[config.mk]
export PLATFORM = sky130hd
export DESIGN_NAME = control_sequencer
export DESIGN_NICKNAME = d
export VERILOG_FILES = /design/src/rtl/control_sequencer.sv
export SDC_FILE = /design/constraint.sdc
export NUM_CORES = 1
export LEC_CHECK = 0
export CORE_AREA = 2 2 39 41
export DETAILED_ROUTE_END_ITERATION = 7
export DIE_AREA = 0 0 41 43
export GPL_ROUTABILITY_DRIVEN = 0
export PLACE_DENSITY = 0.7
export SETUP_SLACK_MARGIN = 0.05
export SYNTH_ARGS = -nofsm -noshare
export SYNTH_HDL_FRONTEND = slang
export SYNTH_SLANG_ARGS = --single-unit
[constraint.sdc]
create_clock -name clk -period 1.6 [get_ports clk]
set_input_delay 0.32 -clock clk [delete_from_list [all_inputs] [get_ports clk]]
set_output_delay 0.32 -clock clk [all_outputs]
set_load 0.01 [all_outputs]
[src/rtl/control_sequencer.sv]
// Microcoded T-state sequencer for the 8-bit CPU: fetch/execute control word generation.
// Optional feature: define SEQ_JUMP_EN to decode opcode 0110 as JMP (otherwise NOP).
module control_sequencer (
  input  logic       clk,
  input  logic       rst,
  input  logic       run,
  input  logic [3:0] opcode,
  output logic       pc_step,
  output logic       pc_oe,
  output logic       pc_ie,
  output logic       mar_ie,
  output logic       ram_oe,
  output logic       ir_ie,
  output logic       ir_oe,
  output logic       a_ie,
  output logic       a_oe,
  output logic       b_ie,
  output logic       alu_oe,
  output logic       alu_sub,
  output logic       out_ie,
  output logic [2:0] tstate,
  output logic       halted
);

  typedef enum logic [2:0] {
    T0   = 3'd0,
    T1   = 3'd1,
    T2   = 3'd2,
    T3   = 3'd3,
    T4   = 3'd4,
    HALT = 3'd5
  } tstate_t;

  localparam logic [3:0] OP_LDA = 4'b0001;
  localparam logic [3:0] OP_ADD = 4'b0010;
  localparam logic [3:0] OP_SUB = 4'b0011;
  localparam logic [3:0] OP_JMP = 4'b0110;
  localparam logic [3:0] OP_OUT = 4'b1110;
  localparam logic [3:0] OP_HLT = 4'b1111;

  tstate_t state, state_nx;
  logic    halt_q, halt_nx;

  always_ff @(posedge clk or negedge rst) begin
    if (!rst) begin
      state  <= T0;
      halt_q <= 1'b0;
    end else begin
      state  <= state_nx;
      halt_q <= halt_nx;
    end
  end

  // HALT is sticky and ignores run; unreachable encodings recover to T0 on the next edge.
  always_comb begin
    state_nx = state;
    halt_nx  = halt_q;
    if (halt_q) begin
      state_nx = HALT;
    end else begin
      case (state)
        T0:      if (run) state_nx = T1;
        T1:      if (run) state_nx = T2;
        T2: begin
          if (run) begin
            if (opcode == OP_HLT) begin
              state_nx = HALT;
              halt_nx  = 1'b1;
            end else begin
              state_nx = T3;
            end
          end
        end
        T3:      if (run) state_nx = T4;
        T4:      if (run) state_nx = T0;
        HALT:    halt_nx = 1'b1;
        default: state_nx = T0;
      endcase
    end
  end

  always_comb begin
    pc_step = 1'b0;
    pc_oe   = 1'b0;
    pc_ie   = 1'b0;
    mar_ie  = 1'b0;
    ram_oe  = 1'b0;
    ir_ie   = 1'b0;
    ir_oe   = 1'b0;
    a_ie    = 1'b0;
    a_oe    = 1'b0;
    b_ie    = 1'b0;
    alu_oe  = 1'b0;
    alu_sub = 1'b0;
    out_ie  = 1'b0;
    if (rst && run && !halt_q) begin
      case (state)
        T0: begin
          pc_oe  = 1'b1;
          mar_ie = 1'b1;
        end
        T1: begin
          ram_oe  = 1'b1;
          ir_ie   = 1'b1;
          pc_step = 1'b1;
        end
        T2: begin
          case (opcode)
            OP_LDA, OP_ADD, OP_SUB: begin
              ir_oe  = 1'b1;
              mar_ie = 1'b1;
            end
            OP_OUT: begin
              a_oe   = 1'b1;
              out_ie = 1'b1;
            end
`ifdef SEQ_JUMP_EN
            OP_JMP: begin
              ir_oe = 1'b1;
              pc_ie = 1'b1;
            end
`endif
            default: ;
          endcase
        end
        T3: begin
          case (opcode)
            OP_LDA: begin
              ram_oe = 1'b1;
              a_ie   = 1'b1;
            end
            OP_ADD, OP_SUB: begin
              ram_oe  = 1'b1;
              b_ie    = 1'b1;
              alu_sub = (opcode == OP_SUB);
            end
            default: ;
          endcase
        end
        T4: begin
          if (opcode == OP_ADD || opcode == OP_SUB) begin
            alu_oe  = 1'b1;
            a_ie    = 1'b1;
            alu_sub = (opcode == OP_SUB);
          end
        end
        default: ;
      endcase
    end
  end

  assign tstate = state;
  assign halted = halt_q;

endmodule

==> metrics.md, run 1 <==
| Metric | Value |
|---|---|
| Status | `finished, violations left` |
| Failing checks | `negative setup slack` |
| Minimum clock period | `1812 ps` |
| Number of clock buffers inserted by TritonCTS | `3` |
| DR DRC count | `0` |
| CP required | `1280 ps` |
| Dpl hpwl | `893.1 um` |
| WHS | `127.7 ps` |
| Worst-Skew Late Latency | `240 ps` |
| Final #Nets | `96` |
| Vias | `524` |
| Area Growth Syn to Fin | `71.76%` |
| Critical Path AT | `1490 ps` |
| Kind of cell adding the most delay to the critical path | `simple AND/OR/NAND/NOR gates` |
| Die width | `41 um` |
| Max stage delay cell, worst path | `dfrtp_2` |
| Drt via density | `5.038` |
| CP max FO | `4` |
| Yosys warnings | `0` |
| Max Cap Viol | `0` |
| P_leak | `0.3454 nW` |
| # fillers | `146` |
| Total gr overflow | `0` |
| First drt pass iteration count | `2` |
| DRT iter0 DRCs | `11` |
| # clock sinks | `4` |
| CTS root buf | `clkbuf_4` |
| Slowest stage delay, CP | `400 ps` |
| # port buffers | `22` |
| Mapped Area | `434.2 sq um` |
| Global Route Usage Sum | `15.74%` |
| Final wirelength | `1.188 mm` |
| Seq cells post-synth | `4` |
| Std-Cell Rows | `14` |
| Syn Inst Count | `54` |
| CTS tree | `done` |
| VDD IR max | `0.0003510 V` |
| ANT nets after route | `0` |
| Max Buffers Root-to-Sink | `2` |
| Final hold vios | `0` |
| Count of final setup violators | `10` |
| Power Density | `384.4 mW/mm^2` |
| Antenna violations before repair | `0` |
| Post-Route Skew | `9.787 ps` |
| Avg Cell Area, Syn | `8.040 sq um` |
| Final Max Slew Viols | `0` |
| Pre-CTS setup slack | `-691.8 ps` |
| Sequential fraction of the synthesis area | `23.05%` |
| FF-to-FF setup slack | `370 ps` |
| Leading area contributor after synthesis | `dfrtp_1` |
| RSZ-0062 raised after global routing | `yes` |
| Hold Path Class | `in -> async` |
| Largest net degree at the start of global routing | `12` |
| Chip height | `43 um` |
| Design Power | `286.7 uW` |
| Vias in the first global route | `465` |
| Crit Path Category | `reg -> out` |
| Crit path buf inv count | `2` |
| Crit-path cells | `and3b_4 -> buf_12 -> nand3b_1 -> a21oi_2 -> buf_2` |
| CP endpoint kind | `output port` |
| Synth unique cells | `28` |
| Clock transition at path regs | `40 ps` |
| Layout cells sized above 1 | `52.27%` |
| Antenna cell count | `0` |
| Initial Util | `31.37%` |
| I/O pin count | `24` |
| Total die area | `0.001763 sq mm` |
| Wire per inst | `11.42 um` |
| Non-Filler Instances | `104` |
| Post-Synthesis Net Count | `61` |
| Final WS setup | `-211.6 ps` |
| Synth top area share | `23.05%` |
| Crit share post-route | `113.2%` |
| H-Tree Depth | `1` |
| Crit start category | `flop` |
| Setup TNS | `-1466 ps` |
| FMAX | `552.0 MHz` |
| Top post-synthesis cells by area | `dfrtp_1 (23%), buf_6 (7.8%), buf_4 (6.9%), nor2_1 (6.1%), a21oi_1 (5.8%)` |
| Inst Count DP | `99` |
| Core box area | `0.001384 sq mm` |
| First-pass GRT wire length | `1.863 mm` |
[layout by cell type (no fill, tap or decap), drive strengths merged, types with 2 or more instances in the layout]
cell type / n
dlygate4sd2: 7
dfrtp: 4
clkdlybuf4s50: 2
buf: 27
nor2: 7
and3b: 2
o21ai: 2
inv: 2
nor3: 2
nand2: 4
a21oi: 5
nand4: 2
nand3: 3
clkbuf: 4
[power by group]
part	switching, mW	total, mW	internal, mW	leakage, nW
logic	0.0226	0.0444	0.0218	0.291
registers	0	0.102	0.102	0.0399
clock network	0.0467	0.141	0.0939	0.0150
total	0.0693	0.287	0.217	0.345
[per-stage QoR]
| stage | cell area [sq um] | utilization (%) |
|---|---|---|
| 2_1_floorplan | 467.9 | - |
| 3_3_place_gp | 745.7 | 53.89 |
| 3_5_place_dp | 745.7 | 53.89 |
| 4_1_cts | 733.2 | 52.98 |
| 5_1_grt | 745.7 | 53.89 |
| 6_report | 745.7 | 53.89 |
[cells by family after synthesis]
group / after synthesis / synth area share, %
multiplexers: 1 / 2.306
flip-flops: 4 / 23.06
buffers and inverters: 9 / 16.43
other: 1 / 0.8637
AO/OA/AOI/OAI: 11 / 18.44
XOR/XNOR: 1 / 2.018
AND/OR/NAND/NOR: 27 / 36.89
[what timing repair did]
item | CTS | global route
setup buffers | 1 | 0
pin swaps | 6 | 2
endpoints found under the setup margin | 15 | 12
resized for setup | 59 | 4
hold buffers | 0 | 0
[metal layers]
layer  track usage [%]  part of all wire, %  vias up
met4             8.000                    0        0
met3             4.712                  3.9        0
met2             23.44                   50       14
met5                 0                    0        -
met1             19.61                   46      255
li1                  -                    -      255
[state kept, by name, indices dropped and copies added, names as in the netlist]
name	flops
halted	1
tstate	3
[worst paths after layout]
kind                                        from                    end  cells after the start
max                             halted$_DFF_PN0_                 ram_oe                      5
max in group asynchronous                    rst  tstate[2]$_DFFE_PN0P_                      2
min                                          rst  tstate[1]$_DFFE_PN0P_                      2
min reg2reg                     halted$_DFF_PN0_  tstate[1]$_DFFE_PN0P_                      2
min in group clk                             run       halted$_DFF_PN0_                      3
max reg2reg                tstate[0]$_DFFE_PN0P_  tstate[2]$_DFFE_PN0P_                      4
[area by class of cell]
type / instances / area, sq um / share of cell area (%)
Sequential cell: 4 / 101.3 / 13.59
Multi-Input combinational cell: 41 / 311.5 / 41.78
Tap cell: 16 / 20.02 / 2.685
Timing Repair Buffer: 37 / 279.0 / 37.42
Clock buffer: 4 / 26.28 / 3.523
Inverter: 2 / 7.507 / 1.007
[cells in the mapped netlist]
| master | count |
|---|---|
| and4bb_1 | 1 |
| buf_4 | 4 |
| and3b_4 | 1 |
| nand4b_1 | 1 |
| a211oi_2 | 1 |
| o21ai_0 | 2 |
| nand3b_1 | 1 |
| a21boi_1 | 1 |
| conb_1 | 1 |
| a211o_1 | 1 |
| inv_1 | 2 |
| nor3_1 | 2 |
| nor3b_1 | 1 |
| nand2_2 | 1 |
| nand3_1 | 3 |
| xor2_1 | 1 |
| nand4_1 | 2 |
| and3b_1 | 1 |
| and2b_2 | 1 |
| nor4_1 | 1 |
| buf_6 | 3 |
| nand2_1 | 3 |
| a41oi_2 | 1 |
| a21oi_1 | 5 |
| nand2b_1 | 1 |
| nor2_1 | 7 |
| dfrtp_1 | 4 |
| mux2i_1 | 1 |
Note: power is estimated with default switching activity, not from simulation.
==> run 2: changes to the inputs <==
--- a/config.mk
+++ b/config.mk
@@ -5,6 +5,7 @@
 export SDC_FILE = /design/constraint.sdc
 export NUM_CORES = 1
 export LEC_CHECK = 0
+export ABC_CLOCK_PERIOD_IN_PS = 1600
 export CORE_AREA = 2 2 39 41
 export DETAILED_ROUTE_END_ITERATION = 7
 export DIE_AREA = 0 0 41 43
==> results of run 2 <==
No change in the layout: final DEF, timing and power equal those of run 1.
